<file path="src/rtl/proc_mem_arbiter_pkg.sv">
// Shared definitions for the processor memory arbiter: request type encoding and the
// arbiter FSM state.
package proc_mem_arbiter_pkg;

   localparam logic MEM_REQ_READ  = 1'b0;
   localparam logic MEM_REQ_WRITE = 1'b1;

   typedef enum logic [1:0] {
      StIdle  = 2'd0,
      StWaitI = 2'd1,
      StWaitD = 2'd2
   } arb_state_e;

endpackage

</file>
<file path="src/rtl/proc_mem_arb_starve_ctr.sv">
// Saturating fetch-starvation counter: counts dmem grants taken while a fetch waits,
// saturates at LIMIT and is cleared when the fetch is finally granted.
module proc_mem_arb_starve_ctr #(
   parameter int unsigned LIMIT = 4
) (
   input  logic clk,
   input  logic rst,
   input  logic inc_i,
   input  logic clr_i,
   output logic at_limit_o
);

   logic [3:0] cnt_q, cnt_d;

   assign at_limit_o = (cnt_q == 4'(LIMIT));

   always_comb begin
      cnt_d = cnt_q;
      if (clr_i) begin
         cnt_d = 4'd0;
      end else if (inc_i && !at_limit_o) begin
         cnt_d = cnt_q + 4'd1;
      end
   end

   always_ff @(posedge clk) begin
      if (rst) begin
         cnt_q <= 4'd0;
      end else begin
         cnt_q <= cnt_d;
      end
   end

endmodule

</file>
<file path="src/rtl/proc_mem_arbiter.sv">
// Arbitrates one single-ported memory between the fetch (imem) and data (dmem) ports,
// one transaction in flight. Define PROC_MEM_ARB_PERF_EN to add grant counters.
module proc_mem_arbiter
   import proc_mem_arbiter_pkg::*;
#(
   parameter int unsigned ADDR_W       = 32,
   parameter int unsigned DATA_W       = 32,
   parameter int unsigned STARVE_LIMIT = 4
) (
`ifdef PROC_MEM_ARB_PERF_EN
   output logic [31:0]       imem_grant_cnt,
   output logic [31:0]       dmem_grant_cnt,
   output logic [31:0]       starve_force_cnt,
`endif
   input  logic              clk,
   input  logic              rst,
   input  logic              imemreq_val,
   input  logic [ADDR_W-1:0] imemreq_addr,
   output logic              imemreq_rdy,
   output logic              imemresp_val,
   output logic [DATA_W-1:0] imemresp_data,
   input  logic              dmemreq_val,
   input  logic              dmemreq_type,
   input  logic [ADDR_W-1:0] dmemreq_addr,
   input  logic [DATA_W-1:0] dmemreq_wdata,
   output logic              dmemreq_rdy,
   output logic              dmemresp_val,
   output logic [DATA_W-1:0] dmemresp_data,
   output logic              memreq_val,
   output logic              memreq_type,
   output logic [ADDR_W-1:0] memreq_addr,
   output logic [DATA_W-1:0] memreq_wdata,
   input  logic              memreq_rdy,
   input  logic              memresp_val,
   input  logic [DATA_W-1:0] memresp_data
);

   arb_state_e state_q, state_d;
   logic       type_q, type_d;
   logic       in_idle, at_limit;
   logic       dmem_gnt, imem_gnt;
   logic       ifire, dfire;

   // Outputs are forced quiet while reset is held, whatever the state register holds.
   assign in_idle  = (state_q == StIdle) && !rst;
   assign dmem_gnt = in_idle && dmemreq_val && !(imemreq_val && at_limit);
   assign imem_gnt = in_idle && imemreq_val && !dmem_gnt;
   assign dfire    = dmemreq_val && dmemreq_rdy;
   assign ifire    = imemreq_val && imemreq_rdy;

   always_ff @(posedge clk) begin
      if (rst) begin
         state_q <= StIdle;
         type_q  <= MEM_REQ_READ;
      end else begin
         state_q <= state_d;
         type_q  <= type_d;
      end
   end

   always_comb begin
      state_d = state_q;
      unique case (state_q)
         StIdle: begin
            if (dfire) begin
               state_d = StWaitD;
            end else if (ifire) begin
               state_d = StWaitI;
            end
         end
         StWaitI, StWaitD: begin
            if (memresp_val) begin
               state_d = StIdle;
            end
         end
         default: state_d = StIdle;
      endcase
   end

   assign type_d = dfire ? dmemreq_type : type_q;

   always_comb begin
      memreq_val    = dmem_gnt || imem_gnt;
      memreq_type   = MEM_REQ_READ;
      memreq_addr   = '0;
      memreq_wdata  = '0;
      dmemreq_rdy   = memreq_rdy && dmem_gnt;
      imemreq_rdy   = memreq_rdy && imem_gnt;
      imemresp_val  = 1'b0;
      imemresp_data = '0;
      dmemresp_val  = 1'b0;
      dmemresp_data = '0;
      if (dmem_gnt) begin
         memreq_type  = dmemreq_type;
         memreq_addr  = dmemreq_addr;
         memreq_wdata = dmemreq_wdata;
      end else if (imem_gnt) begin
         memreq_addr  = imemreq_addr;
      end
      if (!rst && memresp_val) begin
         case (state_q)
            StWaitI: begin
               imemresp_val  = 1'b1;
               imemresp_data = memresp_data;
            end
            StWaitD: begin
               dmemresp_val  = 1'b1;
               dmemresp_data = (type_q == MEM_REQ_WRITE) ? '0 : memresp_data;
            end
            default: ;
         endcase
      end
   end

   proc_mem_arb_starve_ctr #(
      .LIMIT (STARVE_LIMIT)
   ) u_starve_ctr (
      .clk        (clk),
      .rst        (rst),
      .inc_i      (dfire && imemreq_val),
      .clr_i      (ifire),
      .at_limit_o (at_limit)
   );

`ifdef PROC_MEM_ARB_PERF_EN
   logic [31:0] imem_cnt_q, dmem_cnt_q, force_cnt_q;

   always_ff @(posedge clk) begin
      if (rst) begin
         imem_cnt_q  <= '0;
         dmem_cnt_q  <= '0;
         force_cnt_q <= '0;
      end else begin
         if (ifire) imem_cnt_q <= imem_cnt_q + 32'd1;
         if (dfire) dmem_cnt_q <= dmem_cnt_q + 32'd1;
         // Forced means the fetch only won because the limit overrode a pending dmem.
         if (ifire && at_limit && dmemreq_val) force_cnt_q <= force_cnt_q + 32'd1;
      end
   end

   assign imem_grant_cnt   = imem_cnt_q;
   assign dmem_grant_cnt   = dmem_cnt_q;
   assign starve_force_cnt = force_cnt_q;
`endif

endmodule

</file>
<file path="config.mk">
export PLATFORM = sky130hd
export DESIGN_NAME = proc_mem_arbiter
export DESIGN_NICKNAME = d
export VERILOG_FILES = /design/src/rtl/proc_mem_arbiter_pkg.sv /design/src/rtl/proc_mem_arb_starve_ctr.sv /design/src/rtl/proc_mem_arbiter.sv
export SDC_FILE = /design/constraint.sdc
export NUM_CORES = 1
export LEC_CHECK = 0
export CAP_MARGIN = 20
export CORE_AREA = 2 2 104 106
export CTS_CLUSTER_DIAMETER = 40
export CTS_CLUSTER_SIZE = 10
export DETAILED_ROUTE_END_ITERATION = 6
export DIE_AREA = 0 0 106 108
export SLEW_MARGIN = 20
export SYNTH_ARGS = -nofsm -noshare
export SYNTH_HDL_FRONTEND = slang
export SYNTH_SLANG_ARGS = --single-unit
</file>
<file path="constraint.sdc">
create_clock -name clk -period 1.8 [get_ports clk]
set_input_delay 0.36 -clock clk [delete_from_list [all_inputs] [get_ports clk]]
set_output_delay 0.36 -clock clk [all_outputs]
set_load 0.05 [all_outputs]
</file>
==> results of run 1 <==
logic make-up after synthesis:
| logic type | after synthesis | synth area share (%) |
|---|---|---|
| AND/OR/NAND/NOR | 125 | 53.1 |
| AO/OA/AOI/OAI | 42 | 21.2 |
| buffers and inverters | 25 | 10.6 |
| flip-flops | 7 | 8.74 |
| adder cells (fa/ha/maj) | 5 | 3.90 |
| multiplexers | 3 | 1.87 |
| XOR/XNOR | 1 | 0.546 |
layout make-up:
cell class,count,area (µm²)
timing repair buffer,330,4900
tap,136,170
clock buffer,4,45.0
sequential,7,148
inverter,6,25.0
multi-input combinational,176,1820
fill,730,3120
worst min-delay path by stage:
| stage | from | endpoint | cells after the start | slack, ps |
|---|---|---|---|---|
| after CTS | type_q | type_q | 2 | 480 |
| final | type_q | type_q | 2 | 480 |
| after floorplan | type_q | type_q | 2 | 440 |
| after global routing | type_q | type_q | 2 | 490 |
| after detailed placement | type_q | type_q | 2 | 470 |
| after global placement | type_q | type_q | 2 | 470 |
cell usage in the layout (no fill, tap or decap), types with 2 or more instances in the layout:
cell type and n:
o21ai_0 3, ha_4 4, dfxtp_2 3, nor2_1 6
dfxtp_1 3, mux2i_1 3, a21oi_1 2, buf_4 22
a22o_4 30, clkbuf_16 5, clkbuf_8 3, and4b_4 2
clkdlybuf4s50_1 131, dlygate4sd2_1 2, inv_2 4, nand2b_1 2
a22o_2 2, and3b_2 2, buf_16 3, buf_12 148
nand3_1 4, buf_6 17, and2_4 98
power groups by stage:
stage          Combinational, W  Sequential (W)  Clock (W)
4_1_cts                 0.00146        0.000162   0.000225
2_1_floorplan          0.000568        0.000164          0
3_5_place_dp            0.00137        0.000165          0
6_report                0.00154        0.000163   0.000219
3_3_place_gp            0.00136        0.000165          0
5_1_grt                 0.00159        0.000163   0.000234
critical path, cell delays in order (launching register included):
cell       delay (ps)
dfxtp_2           320
inv_2              70
ha_4              130
nand4b_1          150
and4b_4           280
bufbuf_16         280
a22o_4            260
buf_12            140
metrics by stage:
stage               TNS (ps)  hold slack [ps]  setup slack (ps)
floorplan              -2510              437              -123
global placement      -54840              467              -459
detailed placement    -57660              467              -491
CTS                   -43940              476              -403
global route          -48310              491              -491
finish                -40800              483              -427
per-layer routing:
layer,vias up,GRT usage [%],wire (µm)
li1,1344,-,-
met1,1296,23.1,5020
met2,109,40.2,7280
met3,11,4.04,627
met4,0,2.44,125
met5,-,0,0
cell usage after synthesis, types with 2 or more instances:
master    count  share of area [%]
nor2_1        6                1.4
clkbuf_1      3               0.70
a21oi_1       3               0.94
a22o_1       32                 17
dfxtp_1       7                8.7
and2_1       69                 27
buf_2         7                2.2
ha_1          5                3.9
and2_4       29                 16
o21ai_0       3               0.94
inv_1         5                1.2
nand2b_1      2               0.78
buf_6         9                6.3
nand3_1       5                1.6
mux2i_1       3                1.9
and3b_1       2                1.1
and4b_1       3                1.9
state kept, by name, summed over array words and instances (netlist names):
name / count
u_starve_ctr.cnt_q: 4
type_q: 1
state_q: 2
what timing repair did:
item / CTS / global route
buffers inserted: 21 / 8
setup endpoints to repair: 133 / 134
pin swaps: 38 / 37
endpoints found under the hold margin: 0 / 0
hold buffers: 0 / 0
resized for setup: 89 / 39
cloned: 11 / 5
==> results.tsv, run 1 <==
stage	metric	value	unit
pwr	power.internal	0.00120	W
worst_setup_path	crit_end	memreq_addr[11]	
cells_and_area	syn2layout_area_growth	343	%
pwr	vdd_drop_max	0.329	mV
sta	timing.final.hold_violations	0	
grt	overflow	0	
logic_synthesis	synth_nets	348	
logic_synthesis	async_flop_share	0	%
floorplan	die_height	108	µm
run_status	violations	setup timing	
logic_synthesis	synth_ff_type	dfxtp_1	
place	placed_area	0.00617	mm²
pwr	power.share.clock	11.4	%
worst_setup_path	worstPathArrival	1870	ps
sta	skew	1.80	ps
grt	grt_pass1_vias	2869	
route	drtIter0Drc	49	
sta	rsz0062_at_grt	true	
grt	grt_start_max_net_pins	20	
cells_and_area	design_area	0.00711	mm²
clocking	root_buffer	clkbuf_8	
logic_synthesis	syn_area	0.00160	mm²
run_status	status	finished, violations left	
pwr	power.share.combinational	80.1	%
grt	grtUsageTotal	20.3	%
grt	grt_pass1_wl	17900	µm
worst_setup_path	r2r_cells	15	
worst_setup_path	timing.rr.start	u_starve_ctr.cnt_q[0]	
flow_run	max-cap-violations	0	
sta	worst_pin_slew	234	ps
cells_and_area	drive_gt1_share	67.5	%
worst_setup_path	r2r_end	state_q[0]	
worst_setup_path	required	1440	ps
logic_synthesis	ys_seq_area_share	8.74	%
route	dr.pass1.iters	4	
logic_synthesis	synthCells	208	
logic_synthesis	synth_warnings	0	
clocking	clkSlewWorstSetupHoldPaths	40	ps
place	hpwl	9770	µm
logic_synthesis	synth_seq_cells	7	
worst_setup_path	crit_path_start_kind	flop	
worst_setup_path	crit_path_end_kind	output port	
route	drcViolationCount	0	
sta	setup_violations	132	
clocking	cts_tree	built	
place	place_congestion	0.833	
worst_setup_path	worst-setup-path-type	flop to output port	
clocking	clkSinkCount	7	
sta	finalMaxSlewViolations	0	
sta	slew_headroom	84.2	%
logic_synthesis	avgSynthCellArea	7.71	µm²
floorplan	design.core.area	0.0102	mm²
pwr	power_frac_seq	8.5	%
logic_synthesis	synth.distinct_cells	32	
sta	min_period	2230	ps
floorplan	die_area	0.0114	mm²
route	drt_wl_total	13100	µm
route	vias	2760	
route	wire_per_inst	19.8	µm
logic_synthesis	synth_edf_count	0	
floorplan	die_w	106	µm
pwr	power.density	270	mW/mm²
cells_and_area	diodes	0	
place	port_buffers	268	
cells_and_area	layout.cells.non_filler	659	
sta	fin_ws	-427	ps
floorplan	start_util	15.7	%
worst_setup_path	critPathLaunch	u_starve_ctr.cnt_q[0]	
clocking	cts_made_buffers	3	
sta	finalCritPeriodShare	124	%
route	viasPerCell	4.19	
route	antenna_left	0	
floorplan	io_pins	269	
cells_and_area	fin_nets	664	
clocking	clock_latency	230	ps
clocking	htreeDepth	1	
pwr	finalPower	0.00192	W
pwr	p_sw_share	37.7	%
pwr	power.leakage	3.05	nW
clocking	clockBufferDepth	2	
worst_setup_path	worstPathMaxFanout	5	
cells_and_area	fin_util	69.5	%
floorplan	rows	37	
grt	antenna_found_initial	0	
sta	fmax	0.449	GHz
worst_setup_path	r2r_slack	-220	ps
min_path	hold_path.class	flop to flop	
pwr	switching_power	0.000724	W
place	dp_cells	623	
No activity file was read; power rests on OpenSTA's default activity.
==> inputs of run 2 (changes only) <==
--- a/config.mk
+++ b/config.mk
@@ -6,11 +6,12 @@
 export NUM_CORES = 1
 export LEC_CHECK = 0
 export CAP_MARGIN = 20
-export CORE_AREA = 2 2 104 106
+export CORE_AREA = 2 2 105 107
 export CTS_CLUSTER_DIAMETER = 40
 export CTS_CLUSTER_SIZE = 10
 export DETAILED_ROUTE_END_ITERATION = 6
-export DIE_AREA = 0 0 106 108
+export DIE_AREA = 0 0 107 109
+export SETUP_SLACK_MARGIN = 0.5
 export SLEW_MARGIN = 20
 export SYNTH_ARGS = -nofsm -noshare
 export SYNTH_HDL_FRONTEND = slang
==> constraint.sdc (replaced) <==
create_clock -name clk -period 2.1 [get_ports clk]
set_input_delay 0.42 -clock clk [delete_from_list [all_inputs] [get_ports clk]]
set_output_delay 0.42 -clock clk [all_outputs]
set_load 0.05 [all_outputs]
==> run 2 against run 1 <==
The run still ends with setup timing left. Clock skew barely moved. Utilization is 2.1 points lower. Flip-flop and latch count stayed put. Non-clock buffer count unchanged. Final cell count is 0.61% higher. Power down 14%. Critical path depth rose by 3. Sequential power fell by 14%. First-iteration DRC count grew 76%. Routed wire length down 3.5%. Critical endpoint is now memreq_addr[20].
==> results.tsv, run 2 (synthesized netlist as in run 1, its figures left out) <==
stage	metric	value	unit
floorplan	design.core.area	0.0106	mm²
clocking	htreeDepth	1	
sta	min_period	2340	ps
cells_and_area	drive_gt1_share	67.7	%
cells_and_area	layout_common_cells	buf_12, clkdlybuf4s50_1, and2_4	
cells_and_area	fin_nets	664	
worst_setup_path	worstPathArrival	1920	ps
grt	overflow	0	
cells_and_area	layout.cells.non_filler	663	
route	drcViolationCount	0	
worst_setup_path	worst-setup-path-type	flop to output port	
worst_setup_path	cpPeakStageDelay	330	ps
place	hpwl	9660	µm
sta	fmax	0.428	GHz
pwr	finalPower	0.00166	W
clocking	cts_tree	built	
worst_setup_path	crit_path_end_kind	output port	
cells_and_area	biggestRegsByFlops	u_starve_ctr.cnt_q: 4 flops, state_q: 2 flops, type_q: 1 flops	
clocking	clkSlewWorstSetupHoldPaths	40	ps
run_status	status	finished, violations left	
floorplan	io_pins	269	
grt	antenna_found_initial	0	
grt	grtUsageTotal	19.4	%
clocking	clkSinkCount	7	
sta	slew_headroom	81.3	%
worst_setup_path	cp_slowest_cell	dfxtp_2	
worst_setup_path	cp_num_buf_inv	5	
flow_run	max-cap-violations	0	
pwr	power.density	232	mW/mm²
cells_and_area	final_common_cell	buf_12	
sta	timing.final.hold_violations	0	
place	pre_cts_ws	-300	ps
cells_and_area	largest_reg_flops	4	
clocking	hold_buffers	0	
worst_setup_path	required	1680	ps
route	wire_per_inst	19.0	µm
route	dr.pass1.iters	4	
clocking	clockBufferDepth	2	
cells_and_area	fin_util	67.4	%
floorplan	die_height	109	µm
clocking	clock_latency	230	ps
grt	grt_pass1_vias	2947	
cells_and_area	syn2layout_area_growth	345	%
sta	finalCritPeriodShare	111	%
floorplan	die_area	0.0117	mm²
grt	grt_pass1_wl	17400	µm
cells_and_area	diodes	0	
cells_and_area	fillers	757	
place	place_congestion	0.817	
sta	skew	1.78	ps
grt	grt_start_max_net_pins	34	
worst_setup_path	cp_cell_sequence	inv_2 > ha_4 > nand4b_1 > buf_4 > nand2_4 > and4b_4 > buf_6 > clkbuf_16 > a22o_4 > buf_12	
pwr	power.leakage	3.05	nW
place	dp_cells	618	
sta	worst_pin_slew	281	ps
place	port_buffers	268	
clocking	cts_made_buffers	3	
floorplan	start_util	15.1	%
floorplan	rows	38	
route	viasPerCell	4.30	
sta	rsz0062_at_grt	true	
cells_and_area	regMostFlops	u_starve_ctr.cnt_q	
route	drt_wl_total	12600	µm
sta	setup_violations	75	
sta	fin_ws	-239	ps
floorplan	die_w	107	µm
clocking	root_buffer	clkbuf_8	
pwr	vdd_drop_max	0.308	mV
route	drtIter0Drc	86	
worst_setup_path	worstPathMaxFanout	4	
route	antenna_left	0	
worst_setup_path	crit_path_start_kind	flop	
min_path	hold_path.class	flop to flop	
sta	fin_setup_tns	-14020	ps
run_status	violations	setup timing	
route	vias	2849	
sta	finalMaxSlewViolations	0	
worst_setup_path	critical-path-top-delay-family	buffers and inverters	
-- run 2: area by class of cell --
cell class | instances | area, µm² | area share, %
Timing Repair Buffer | 330 | 4870 | 68.2
Inverter | 6 | 35.0 | 0.491
Tap cell | 140 | 175 | 2.45
Multi-Input combinational cell | 176 | 1870 | 26.2
Clock buffer | 4 | 45.0 | 0.631
Sequential cell | 7 | 148 | 2.07
-- run 2: what timing repair did --
| action | 4_1_cts | 5_1_grt |
|---|---|---|
| hold endpoints to repair | 0 | 0 |
| setup endpoints to repair | 139 | 140 |
| cloned | 7 | 5 |
| resized for setup | 40 | 25 |
| setup buffers | 19 | 10 |
| pin swaps | 14 | 18 |
-- run 2: report_power, final --
| part | switching (W) | internal (W) |
|---|---|---|
| sequential | 0.00000336 | 0.000136 |
| clock | 0.0000682 | 0.000132 |
| combinational | 0.000566 | 0.000751 |
-- run 2: per-stage QoR --
step | hold WS [ps] | instance area (µm²)
global placement | 460 | 6370
finish | 491 | 7140
detailed placement | 465 | 6370
floorplan | 437 | 2200
CTS | 476 | 6860
global route | 510 | 7140
-- run 2: worst reg2reg max path, cell delays in order, from the launching register on --
cell      delay [ps]
dfxtp_2          330
inv_2             50
ha_4             150
nand4b_1         100
buf_4            120
and4b_4          410
buf_6            170
nand2_8           60
buf_6            110
buf_6            100
buf_6            100
o32ai_4           80
-- run 2: worst paths after layout --
kind | start | slack, ps | to | cells after the start
max | u_starve_ctr.cnt_q[0] | -240 | memreq_addr[20] | 10
min | type_q | 490 | type_q | 2
max reg2reg | u_starve_ctr.cnt_q[0] | 210 | state_q[1] | 11
min reg2reg | type_q | 490 | type_q | 2
-- run 2: metal layers --
| layer | vias to the layer above | track usage, % | wire length [µm] |
|---|---|---|---|
| li1 | 1341 | - | - |
| met1 | 1369 | 20.6 | 4290 |
| met2 | 125 | 39.1 | 7220 |
| met3 | 14 | 4.78 | 950 |
| met4 | 0 | 2.97 | 146 |
| met5 | - | 0 | 0 |
==> RTL edit, RTL diff (config.mk and constraints of run 1) <==
Re-encode `arb_state_e` (3 states) as one-hot, 3 bits wide.
--- a/src/rtl/proc_mem_arbiter_pkg.sv
+++ b/src/rtl/proc_mem_arbiter_pkg.sv
@@ -7,6 +7,6 @@
 
-   typedef enum logic [1:0] {
-      StIdle  = 2'd0,
-      StWaitI = 2'd1,
-      StWaitD = 2'd2
+   typedef enum logic [2:0] {
+      StIdle  = 3'b001,
+      StWaitI = 3'b010,
+      StWaitD = 3'b100
    } arb_state_e;
Behaviour: no difference found for any inputs over 10 cycles, from zero or initial values and one cycle with rst high; not proved beyond that.
==> RTL edit against run 1 <==
The run still ends with setup timing left. Critical endpoint is now memreq_wdata[5]. Routed wire length is 9.6% higher. Clock skew is 0.0041 ns higher. Hold slack better by 0.036 ns. Setup slack worse by 0.032 ns. Cell count is 12% higher. Power is 2.4% lower. Sequential cell count is 1 higher. Die area stayed put. Largest power group unchanged. Sequential share of layout area is 0.18 points higher. Critical path depth is 1 lower. Synthesized area is 16% higher. Design area is 3.0% higher.
==> RTL edit: results (changes against run 1) <==
placement:
  place_congestion: 0.770  # was 0.833
  postPlaceCellArea_um2: 6390  # was 6170 um2
outcome:
  status: "complete, but fails checks"  # unchanged
  violations: "setup timing"  # unchanged
cells_and_area:
  final_layout_size_suffix_gt1_share_pct: 60.4  # was 67.5%
  top_regs: "u_starve_ctr.cnt_q x4, state_q x3, type_q x1"  # was u_starve_ctr.cnt_q x4, state_q x2, type_q x1
  fillerInstances: 733  # was 730
clocking:
  cts.repair.resized: 138  # was 89
  postCtsSetupRepairBufs: 20  # was 21
global_route:
  grtUsageMet3_pct: 7.05  # was 4.04%
  antenna_found_initial: 1  # was 0
  use_met2_pct: 45.6  # was 40.2%
drt:
  routed_wl_mm: 14.3  # was 13.1 mm
  drtIter0Drc: 269  # was 49
  dr_wl_met2_mm: 8.02  # was 7.28 mm
  vias: 3508  # was 2760
worst_setup_path:
  endpoint: "memreq_wdata[5]"  # was memreq_addr[11]
  cp_top_family: "simple AND/OR/NAND/NOR gates"  # was buffers and inverters
  cp.arrival_ns: 1.90  # was 1.87 ns
  cp-startpoint: "state_q[2]$_SDFFE_PP0P_"  # was u_starve_ctr.cnt_q[0]$_SDFFE_PP0P_
timing:
  fin_hold_ws_ns: 0.519  # was 0.483 ns
  fin_tns_setup_ns: -47.71  # was -40.80 ns
  fin_ws_ns: -0.459  # was -0.427 ns
  setup_viol: 133  # was 132
  relSlewSlack_pct: 77.4  # was 84.2%
synth:
  synthAdderAreaFrac_pct: 1.34  # was 3.90%
  synthTopCellsByArea: "and2_1 33%, o211ai_1 13%, nand3_1 9.1%, a21oi_1 8.6%, dfxtp_1 8.6%"  # was and2_1 27%, a22o_1 17%, and2_4 16%, dfxtp_1 8.7%, buf_6 6.3%
  avgSynthCellArea_um2: 6.45  # was 7.71 um2
  synthTopCellsByCount: "98 x and2_1, 34 x nand3_1, 33 x o211ai_1"  # was 69 x and2_1, 32 x a22o_1, 29 x and2_4
  synth_xor_area_share_pct: 0.470  # was 0.546%
## RTL edit: cell types whose count changed after synthesis, sizes merged, moves of 3 or more
| cell | delta |
|---|---|
| nand3 | +29 |
| o211ai | +33 |
| buf | -9 |
| nand2b | +3 |
| a22o | -31 |
| o21ai | -3 |
| clkbuf | +23 |
| a21oi | +29 |
| ha | -3 |
## RTL edit: report_power, final
| group | total [W] | internal (W) | switching [W] |
|---|---|---|---|
| combinational | 0.00146 | 0.000762 | 0.000701 |
| sequential | 0.000189 | 0.000185 | 0.00000447 |
| clock | 0.000222 | 0.000145 | 0.0000767 |
| total | 0.00187 | 0.00109 | 0.000782 |
## RTL edit: layout make-up
class | count | area, um2 | share of cell area [%]
diodes | 1 | 2.50 | 0.0342
clock buffers | 3 | 41.3 | 0.564
inverters | 5 | 18.8 | 0.256
multi-input cells | 243 | 2220 | 30.3
flip-flops and latches | 8 | 165 | 2.26
well taps | 136 | 170 | 2.32
repair buffers | 340 | 4700 | 64.3
